===== config.mk =====
export PLATFORM = sky130hd
export DESIGN_NAME = pixel_sequencer
export DESIGN_NICKNAME = d
export VERILOG_FILES = /design/src/rtl/pixel_sequencer.sv
export SDC_FILE = /design/constraint.sdc
export NUM_CORES = 1
export LEC_CHECK = 0
export CORE_ASPECT_RATIO = 1.2
export CORE_MARGIN = 2
export CORE_UTILIZATION = 45
export DETAILED_ROUTE_END_ITERATION = 8
export PLACE_DENSITY_LB_ADDON = 0.05
export SLEW_MARGIN = 5
export SYNTH_ARGS = -nofsm -noshare
export SYNTH_HDL_FRONTEND = slang
export SYNTH_SLANG_ARGS = --single-unit

===== constraint.sdc =====
create_clock -name SYSTEM_CLK -period 2.6 [get_ports SYSTEM_CLK]
set_input_delay 0.52 -clock SYSTEM_CLK [delete_from_list [all_inputs] [get_ports SYSTEM_CLK]]
set_output_delay 0.52 -clock SYSTEM_CLK [all_outputs]
set_load 0.005 [all_outputs]

===== src/rtl/pixel_sequencer.sv =====
// pixel_sequencer: erase/expose/convert/readout frame sequencer for a pixel array.
// Define READOUT_BACKPRESSURE_EN to add DATA_OUT_READY flow control on readout beats.
module pixel_sequencer #(
    parameter int WIDTH = 2,
    parameter int HEIGHT = 2,
    parameter int OUTPUT_BUS_PIXEL_WIDTH = 2,
    parameter int BIT_DEPTH = 8,
    parameter int ERASE_CYCLES = 5,
    parameter int EXPOSE_CYCLES = 255,
    localparam int GROUPS = WIDTH / OUTPUT_BUS_PIXEL_WIDTH,
    localparam int GW = (GROUPS > 1) ? $clog2(GROUPS) : 1
) (
    input  logic              SYSTEM_CLK,
    input  logic              SYSTEM_RESET,
    input  logic              START,
    input  logic              ABORT,
`ifdef READOUT_BACKPRESSURE_EN
    input  logic              DATA_OUT_READY,
`endif
    output logic              ERASE,
    output logic              EXPOSE,
    output logic              COUNTER_RESET,
    output logic              COUNTER_EN,
    output logic [HEIGHT-1:0] ROW_SELECT,
    output logic [GW-1:0]     GROUP_SELECT,
    output logic              READ_EN,
    output logic              DATA_OUT_CLK,
    output logic              FRAME_DONE,
    output logic              BUSY
);
    localparam int CONV_LEN = 1 << BIT_DEPTH;
    localparam int MAXA = (ERASE_CYCLES > EXPOSE_CYCLES) ? ERASE_CYCLES : EXPOSE_CYCLES;
    localparam int MAXL = (MAXA > CONV_LEN) ? MAXA : CONV_LEN;
    localparam int CW = $clog2(MAXL + 1);
    localparam int RW = (HEIGHT > 1) ? $clog2(HEIGHT) : 1;

    typedef enum logic [2:0] {
        S_IDLE, S_ERASE, S_EXPOSE, S_CONV_RST, S_CONVERT, S_READ_SEL, S_READ_CLK
    } state_t;

    state_t state, nstate;
    logic [CW-1:0] cnt, ncnt;
    logic [RW-1:0] row, nrow;
    logic [GW-1:0] grp, ngrp;
    logic ready, last_grp, last_row, reading;

`ifdef READOUT_BACKPRESSURE_EN
    assign ready = DATA_OUT_READY;
`else
    assign ready = 1'b1;
`endif

    assign last_grp = grp == GW'(GROUPS - 1);
    assign last_row = row == RW'(HEIGHT - 1);

    always_comb begin
        nstate = state;
        ncnt = cnt + CW'(1);
        nrow = row;
        ngrp = grp;
        unique case (state)
            S_IDLE: begin
                ncnt = '0;
                nstate = START ? S_ERASE : S_IDLE;
            end
            S_ERASE: if (cnt == CW'(ERASE_CYCLES - 1)) begin
                nstate = S_EXPOSE;
                ncnt = '0;
            end
            S_EXPOSE: if (cnt == CW'(EXPOSE_CYCLES - 1)) begin
                nstate = S_CONV_RST;
                ncnt = '0;
            end
            S_CONV_RST: begin
                nstate = S_CONVERT;
                ncnt = '0;
            end
            S_CONVERT: if (cnt == CW'(CONV_LEN - 1)) begin
                nstate = S_READ_SEL;
                ncnt = '0;
                nrow = '0;
                ngrp = '0;
            end
            S_READ_SEL: begin
                ncnt = '0;
                nstate = ready ? S_READ_CLK : S_READ_SEL;
            end
            S_READ_CLK: begin
                ncnt = '0;
                ngrp = last_grp ? '0 : grp + GW'(1);
                nrow = !last_grp ? row : last_row ? '0 : row + RW'(1);
                nstate = !(last_grp && last_row) ? S_READ_SEL : START ? S_ERASE : S_IDLE;
            end
            default: begin
                nstate = S_IDLE;
                ncnt = '0;
            end
        endcase
        // abort wins over frame completion and restart
        if (ABORT && state != S_IDLE) begin
            nstate = S_IDLE;
            ncnt = '0;
            nrow = '0;
            ngrp = '0;
        end
    end

    assign reading = nstate == S_READ_SEL || nstate == S_READ_CLK;

    // outputs are registered copies of the decode of the state being entered
    always_ff @(posedge SYSTEM_CLK) begin
        if (!SYSTEM_RESET) begin
            state <= S_IDLE;
            cnt <= '0;
            row <= '0;
            grp <= '0;
            ERASE <= 1'b0;
            EXPOSE <= 1'b0;
            COUNTER_RESET <= 1'b0;
            COUNTER_EN <= 1'b0;
            ROW_SELECT <= '0;
            GROUP_SELECT <= '0;
            READ_EN <= 1'b0;
            DATA_OUT_CLK <= 1'b0;
            FRAME_DONE <= 1'b0;
            BUSY <= 1'b0;
        end else begin
            state <= nstate;
            cnt <= ncnt;
            row <= nrow;
            grp <= ngrp;
            ERASE <= nstate == S_ERASE;
            EXPOSE <= nstate == S_EXPOSE;
            COUNTER_RESET <= nstate == S_CONV_RST;
            COUNTER_EN <= nstate == S_CONVERT;
            ROW_SELECT <= reading ? HEIGHT'(1) << nrow : '0;
            GROUP_SELECT <= reading ? ngrp : '0;
            READ_EN <= reading;
            DATA_OUT_CLK <= nstate == S_READ_CLK;
            FRAME_DONE <= nstate == S_READ_CLK && nrow == RW'(HEIGHT - 1) && ngrp == GW'(GROUPS - 1);
            BUSY <= nstate != S_IDLE;
        end
    end
endmodule


==> results of run 1 <==
-- through the flow --
step                instance area [um^2]  instances  hold WS (ps)
floorplan                           1181        132         447.2
finish                              1370        179         506.7
detailed placement                  1344        175         493.4
global placement                    1344        175         478.8
CTS                                 1370        179         511.8
global route                        1370        179         541.4
-- cell usage after synthesis (all sizes together) (2+ instances only) --
master / count / share of area (%)
nand2b: 2 / 1.1
dfxtp: 25 / 42
nor2b: 5 / 2.6
nor3b: 2 / 1.3
or4b: 2 / 2.0
ha: 6 / 6.4
buf: 3 / 1.3
and4: 2 / 1.5
xor2: 5 / 3.7
and2: 2 / 1.1
nand3: 3 / 1.3
inv: 8 / 2.5
and3: 2 / 1.1
a21oi: 7 / 3.0
o22ai: 2 / 1.6
nor2: 14 / 4.4
nand2: 8 / 2.5
o21ai: 7 / 3.0
nor3: 9 / 3.8
nand4: 3 / 1.6
-- layout by cell type (no fill, tap or decap), drive strengths merged, types with 4 or more instances in the layout --
cell type / synthesis / final
xor2: 5 / 5
nor2b: 5 / 5
inv: 8 / 8
nor3: 9 / 9
a21oi: 7 / 7
nor2: 14 / 14
dfxtp: 25 / 25
clkdlybuf4s50: 0 / 14
ha: 6 / 6
nand2: 8 / 8
o21ai: 7 / 7
clkbuf: 1 / 4
-- layer usage --
layer | vias to the layer above | GRT usage [%]
met5 | - | 0
met4 | 0 | 7.722
met3 | 6 | 2.500
met2 | 24 | 30.45
met1 | 426 | 18.59
li1 | 492 | -
-- worst register-to-register path, stage by stage, from the launching register on --
cell	delay [ps]
dfxtp_1	430
and4_1	290
nand4_1	160
inv_1	90
ha_1	210
nor3_1	90
o41ai_2	320
o22ai_2	190
a2111oi_0	400
-- power by group through the flow --
stage               logic, mW  clock network, mW  registers [mW]
finish                 0.0501              0.160           0.393
global route           0.0569              0.183           0.394
CTS                    0.0505              0.175           0.393
detailed placement     0.0502                  0           0.402
global placement       0.0500                  0           0.402
floorplan              0.0365                  0           0.398
-- area by class of cell --
type | count | area [um^2] | area share (%)
clock buffer | 4 | 26.28 | 1.918
inverter | 8 | 30.03 | 2.192
multi-input combinational | 95 | 631.9 | 46.12
sequential | 25 | 500.5 | 36.53
tap | 33 | 41.29 | 3.014
timing repair buffer | 14 | 140.1 | 10.23
-- how the worst max path moves through the flow --
stage | endpoint | depth (start not counted) | slack, ps | startpoint
2_1_floorplan | ERASE | 8 | 650 | cnt[2]
6_report | ERASE | 8 | 300 | cnt[2]
3_5_place_dp | ERASE | 6 | 230 | START
4_1_cts | ERASE | 8 | 240 | cnt[0]
5_1_grt | ERASE | 8 | 10 | cnt[0]
3_3_place_gp | ERASE | 6 | 330 | START
-- registers in the layout, indices dropped and copies added, names as in the netlist --
signal	flops
cnt	9
state	3
ROW_SELECT	2
BUSY	1
COUNTER_EN	1
COUNTER_RESET	1
DATA_OUT_CLK	1
ERASE	1
EXPOSE	1
FRAME_DONE	1
GROUP_SELECT	1
READ_EN	1
grp	1
last_row	1
-- cells by family (layout without fill, tap and decap cells) --
family	count (synthesis)	count (layout)	share of synthesized area, %
AO/OA/AOI/OAI	26	26	16.53
AND/OR/NAND/NOR	57	57	26.16
flip-flops	25	25	42.37
adder cells (fa/ha/maj)	6	6	6.356
buffers and inverters	12	26	4.131
XOR/XNOR	6	6	4.449
==> impl_metrics.env, run 1 <==
export IMPL_outcome="finished, final reports clean"
export IMPL_antenna_violations_before_repair=0
export IMPL_fp_dieH_um=60.12
export IMPL_detailroute_wirelength_met3_um=70
export IMPL_fillerInstances=240
export IMPL_syn_nets=142
export IMPL_insertedDiodeCount=0
export IMPL_clock_insertion_delay_worst_skew_ps=300
export IMPL_via_count=948
export IMPL_reg2reg_depth=8
export IMPL_worst_slew_margin_rel_pct=55.23
export IMPL_final_layout_size_suffix_gt1_share_pct=7.534
export IMPL_detailedPlacementHpwl_mm=1.709
export IMPL_clock_path_buffers=2
export IMPL_route_detailed_vias_per_inst=5.296
export IMPL_power_per_cell_area_nw_per_um2=440.3
export IMPL_timing_critical_path_arrival_ps=2480
export IMPL_grt_setup_unrepaired="no"
export IMPL_synth_cell_area_um2=1181
export IMPL_period_share_pct=88.35
export IMPL_cts_hold_buf=0
export IMPL_route_detailed_wl_per_inst_um=12.36
export IMPL_critical_path_reg2reg_startpoint="cnt[2]"
export IMPL_critical_path_cell_list="and4_1 -> nand4_1 -> inv_1 -> ha_1 -> nor3_1 -> o41ai_2 -> o22ai_2 -> a2111oi_0"
export IMPL_worstPathRequired_ps=2780
export IMPL_setup_reg_to_reg_worst_slack_ps=300
export IMPL_numCtsBuffers=3
export IMPL_asyncSetResetFlopFracSynth_pct=0
export IMPL_drc=0
export IMPL_drt_pass_1_iters=4
export IMPL_detail_route_iter0_violations=12
export IMPL_synth_yosys_warnings=0
export IMPL_worstReg2RegEnd="ERASE"
export IMPL_grt_start_max_net_pins=18
export IMPL_fin_tns_setup_ps=0
export IMPL_number_of_instances_resized_during_post_cts_repair=0
export IMPL_worst_stage_delay_on_the_critical_path_ps=430
export IMPL_cts_root_buffer_cell="clkbuf_4"
export IMPL_worst_path_max_delay_cell="dfxtp_1"
export IMPL_totalPowerFinal_mw=0.6032
export IMPL_cts_sink_count=25
export IMPL_dp_slack_ps=227.7
export IMPL_vdd_ir_drop_max_mv=0.2560
export IMPL_cp_start_kind="flop"
export IMPL_total_of_buffers_placed_on_input_and_output_ports=14
export IMPL_fp_row_count=20
export IMPL_power_switching_fraction_pct=21.88
export IMPL_ys_seq_elements=25
export IMPL_clockPowerShare_pct=26.6
export IMPL_min_path_type="flop to flop"
export IMPL_wl_met1_um=958
export IMPL_core_area_um2=2527
export IMPL_post_synth_edffs=0
export IMPL_comb_power_share_pct=8.3
export IMPL_ys_seq_area_share_pct=42.37
export IMPL_timing_max_cap_violations=0
export IMPL_grt_pass1_vias=878
export IMPL_yosys_cell_types_count=38
export IMPL_wirelength_mm=2.213
export IMPL_gr_total_overflow=0
export IMPL_antenna_violating_nets_left=0
export IMPL_worstPathBufferInverterCount=1
export IMPL_min_from="grp"
export IMPL_report_final_hold_viol_count=0
export IMPL_floorplan_initialDensity_pct=46.73
export IMPL_dr_max_layer_used="met4"
export IMPL_period_needed_ps=2297
export IMPL_timing_worst_slew_pin_value_ps=667.1
export IMPL_hold_path_end="grp"
export IMPL_max_freq_mhz=435.4
export IMPL_syn2layout_area_growth_pct=16.00
export IMPL_grt_pass1_wl_mm=3.836
export IMPL_clk_pin_slew_worst_paths_ps=120
export IMPL_place_congestion=0.9192
export IMPL_critical_path_class="flop to flop"
export IMPL_path_delay_family="compound AO/OA/AOI/OAI gates"
export IMPL_cts_max_level=1
export IMPL_fin_worst_skew_ps=3.253
export IMPL_cts_tree="done"
export IMPL_post_synth_cell_area_avg_um2=8.948
export IMPL_pwr_share_seq_pct=65.1
export IMPL_leakagePower_nw=0.5173
export IMPL_final_nets=157
export IMPL_cts_repair_timing_setup_buffer_count=0
export IMPL_power_internal_mw=0.4712
export IMPL_detailroute_wirelength_met2_mm=1.121
export IMPL_dominantRegCellSynth="dfxtp_1"
export IMPL_maxSlewViolCount=0
export IMPL_grtUsageTotal_pct=16.51
export IMPL_post_route_util_pct=54.21
export IMPL_synthesis_instances=132
export IMPL_floorplan_io_pins=15
export IMPL_setup_worst_path_end_class="flop"
export IMPL_timing_final_ws_setup_ps=303.0
export IMPL_p_switching_mw=0.1320
export IMPL_holdPathStages=2
export IMPL_cp_max_fo=6
export IMPL_finalSetupViolCount=0
export IMPL_floorplan_die_area_um2=3052
export IMPL_die_w_um=50.77
No activity file was read; power rests on OpenSTA's default activity.
==> inputs of run 2 (changes only) <==
--- a/config.mk
+++ b/config.mk
@@ -5,9 +5,11 @@
 export SDC_FILE = /design/constraint.sdc
 export NUM_CORES = 1
 export LEC_CHECK = 0
+export ABC_AREA = 1
 export CORE_ASPECT_RATIO = 1.2
 export CORE_MARGIN = 2
 export CORE_UTILIZATION = 45
+export CTS_CLUSTER_SIZE = 30
 export DETAILED_ROUTE_END_ITERATION = 8
 export PLACE_DENSITY_LB_ADDON = 0.05
 export SLEW_MARGIN = 5
==> constraint.sdc (replaced) <==
create_clock -name SYSTEM_CLK -period 1.9 [get_ports SYSTEM_CLK]
set_input_delay 0.38 -clock SYSTEM_CLK [delete_from_list [all_inputs] [get_ports SYSTEM_CLK]]
set_output_delay 0.38 -clock SYSTEM_CLK [all_outputs]
set_load 0.005 [all_outputs]
==> impl_metrics.env, run 2 <==
export IMPL_outcome="finished, final reports clean"
export IMPL_fp_row_count=20
export IMPL_cts_root_buffer_cell="clkbuf_4"
export IMPL_largest_register="cnt"
export IMPL_most_frequently_used_cell_type_in_the_post_synthesis_netlist="nand2_1"
export IMPL_detailroute_wirelength_met3_um=59
export IMPL_floorplan_io_pins=15
export IMPL_final_nets=198
export IMPL_period_share_pct=97.84
export IMPL_max_freq_mhz=537.9
export IMPL_power_switching_fraction_pct=25.85
export IMPL_comb_power_share_pct=10.4
export IMPL_numCtsBuffers=3
export IMPL_synth_yosys_warnings=0
export IMPL_ys_seq_elements=25
export IMPL_timing_worst_slew_pin_value_ps=446.2
export IMPL_power_per_cell_area_nw_per_um2=546.6
export IMPL_clock_path_buffers=2
export IMPL_clock_insertion_delay_worst_skew_ps=320
export IMPL_placed_cells_incl_taps=213
export IMPL_power_internal_mw=0.6512
export IMPL_syn2layout_area_growth_pct=34.31
export IMPL_timing_critical_path_arrival_ps=2140
export IMPL_worst_slew_margin_rel_pct=70.21
export IMPL_antenna_violating_nets_left=0
export IMPL_total_cell_area_at_the_placement_stage_um2=1430
export IMPL_wirelength_mm=2.527
export IMPL_post_synth_cell_area_avg_um2=7.523
export IMPL_dominantRegCellSynth="dfxtp_1"
export IMPL_syn_nets=169
export IMPL_yosys_cell_types_count=27
export IMPL_leakagePower_nw=0.6597
export IMPL_die_w_um=51.07
export IMPL_yosys_area_top_type="dfxtp_1"
export IMPL_wl_met1_mm=1.030
export IMPL_route_detailed_wl_per_inst_um=11.49
export IMPL_total_of_buffers_placed_on_input_and_output_ports=14
export IMPL_critical_path_class="flop to flop"
export IMPL_grt_pass1_wl_mm=3.898
export IMPL_place_congestion=0.8460
export IMPL_detail_route_iter0_violations=8
export IMPL_grt_start_max_net_pins=16
export IMPL_most_frequent_cells_in_the_layout="nand2_1, nor2_1, dfxtp_1, inv_1, clkdlybuf4s50_1"
export IMPL_drt_pass_1_iters=4
export IMPL_drc=0
export IMPL_via_count=1054
export IMPL_cts_hold_buf=0
export IMPL_route_detailed_vias_per_inst=4.791
export IMPL_min_path_type="flop to flop"
export IMPL_pwr_share_seq_pct=61.4
export IMPL_ys_seq_area_share_pct=41.84
export IMPL_period_needed_ps=1859
export IMPL_final_common_cell="nand2_1"
export IMPL_insertedDiodeCount=0
export IMPL_ys_top_cells_by_area="dfxtp_1, nand2_1, nor2_1"
export IMPL_antenna_violations_before_repair=0
export IMPL_dr_max_layer_used="met4"
export IMPL_core_area_um2=2527
export IMPL_timing_max_cap_violations=0
export IMPL_grt_pass1_vias=972
export IMPL_finalSetupViolCount=0
export IMPL_report_final_hold_viol_count=0
export IMPL_worstPathRequired_ps=2180
export IMPL_cp_start_kind="flop"
export IMPL_final_layout_size_suffix_gt1_share_pct=27.27
export IMPL_finish_instance_area_um2=1607
export IMPL_largest_regs="cnt x9, state x3, ROW_SELECT x2"
export IMPL_cts_sink_count=25
export IMPL_setup_worst_path_end_class="flop"
export IMPL_synth_cells_most_frequent="nand2_1, nor2_1, dfxtp_1"
export IMPL_floorplan_die_area_um2=3088
export IMPL_grtUsageTotal_pct=16.88
export IMPL_floorplan_initialDensity_pct=47.33
export IMPL_cp_max_fo=4
export IMPL_fp_dieH_um=60.48
export IMPL_timing_final_ws_setup_ps=41.04
export IMPL_p_switching_mw=0.2270
export IMPL_fin_worst_skew_ps=5.789
export IMPL_cts_max_level=1
export IMPL_vdd_ir_drop_max_mv=0.5912
export IMPL_detailroute_wirelength_met2_mm=1.391
export IMPL_maxSlewViolCount=0
export IMPL_cts_tree="done"
export IMPL_dp_slack_ps=-72.76
export IMPL_grt_setup_unrepaired="yes"
export IMPL_post_synth_edffs=0
export IMPL_clockPowerShare_pct=28.2
export IMPL_synthesis_instances=159
export IMPL_instances_no_fill=220
export IMPL_synthDominantCellAreaShare_pct=41.84
export IMPL_asyncSetResetFlopFracSynth_pct=0
export IMPL_synth_cell_area_um2=1196
export IMPL_flip_flop_count_of_the_largest_register_all_copies_and_words_added=9
export IMPL_fin_worst_hold_slack_ps=491.6
export IMPL_detailedPlacementHpwl_mm=1.876
export IMPL_clk_pin_slew_worst_paths_ps=140
export IMPL_fin_tns_setup_ps=0
export IMPL_gr_total_overflow=0
-- run 2: power groups by stage --
stage | logic [mW] | clock network [mW] | registers, mW
6_report | 0.0913 | 0.248 | 0.539
3_3_place_gp | 0.0791 | 0 | 0.550
2_1_floorplan | 0.0504 | 0 | 0.550
4_1_cts | 0.0798 | 0.258 | 0.539
5_1_grt | 0.101 | 0.274 | 0.540
3_5_place_dp | 0.0792 | 0 | 0.550
-- run 2: cells by family after synthesis --
kind of cell / after synthesis / synth area share [%]
simple gates: 90 / 35.46
buf+inv: 25 / 8.159
flops: 25 / 41.84
compound gates: 11 / 6.799
fa+ha+maj: 6 / 6.276
xor+xnor: 2 / 1.465
-- run 2: final cells by class --
type / count / area (um^2)
Tap cell: 33 / 41.29
Clock inverter: 1 / 7.507
Multi-Input combinational cell: 109 / 715.7
Timing Repair Buffer: 25 / 226.5
Inverter: 24 / 90.09
Fill cell: 236 / 920.9
Clock buffer: 3 / 22.52
Sequential cell: 25 / 503.0
-- run 2: worst paths after layout --
check | end | slack, ps | depth (start not counted) | start
setup reg to reg | GROUP_SELECT | 40 | 14 | cnt[1]
hold reg to reg | cnt[7] | 490 | 2 | cnt[7]
setup / recovery | GROUP_SELECT | 40 | 14 | cnt[1]
hold / removal | cnt[7] | 490 | 2 | cnt[7]
-- run 2: per-layer routing --
layer  up-vias  global-route usage, %
met4         0                  5.792
met2        16                  32.84
met5         -                      0
met1       486                  18.32
met3         7                  2.956
li1        545                      -
-- run 2: critical path, stage by stage, from the launching register on --
cell and delay (ps):
dfxtp_2 380, ha_4 150, nand3_4 90, nor3_4 190, inv_2 70, nor2_4 140, ha_4 170, nand3_4 80
inv_2 70, nor2_2 40, nand3_2 60, nand3_2 100, nand2_2 110, nand2_4 70, nor2_2 90
-- run 2: timing repair --
action	CTS	global route
setup buffers	0	3
setup endpoints to repair	4	11
pin swaps	0	9
resized for setup	6	25
-- run 2: metrics by stage --
stage / total power, mW / utilization, %
2_1_floorplan: 0.6007 / -
3_5_place_dp: 0.6296 / 56.58
5_1_grt: 0.9155 / 63.56
4_1_cts: 0.8768 / 58.37
3_3_place_gp: 0.6293 / 56.58
6_report: 0.8782 / 63.56
==> inputs of run 3 (changes only) <==
--- a/config.mk
+++ b/config.mk
@@ -11,6 +11,7 @@
 export CORE_UTILIZATION = 45
 export CTS_CLUSTER_SIZE = 30
 export DETAILED_ROUTE_END_ITERATION = 8
+export GPL_ROUTABILITY_DRIVEN = 0
 export PLACE_DENSITY_LB_ADDON = 0.05
 export SLEW_MARGIN = 5
 export SYNTH_ARGS = -nofsm -noshare
==> results of run 3 <==
Same layout as run 2: the final DEF is identical, and so are final timing and power.
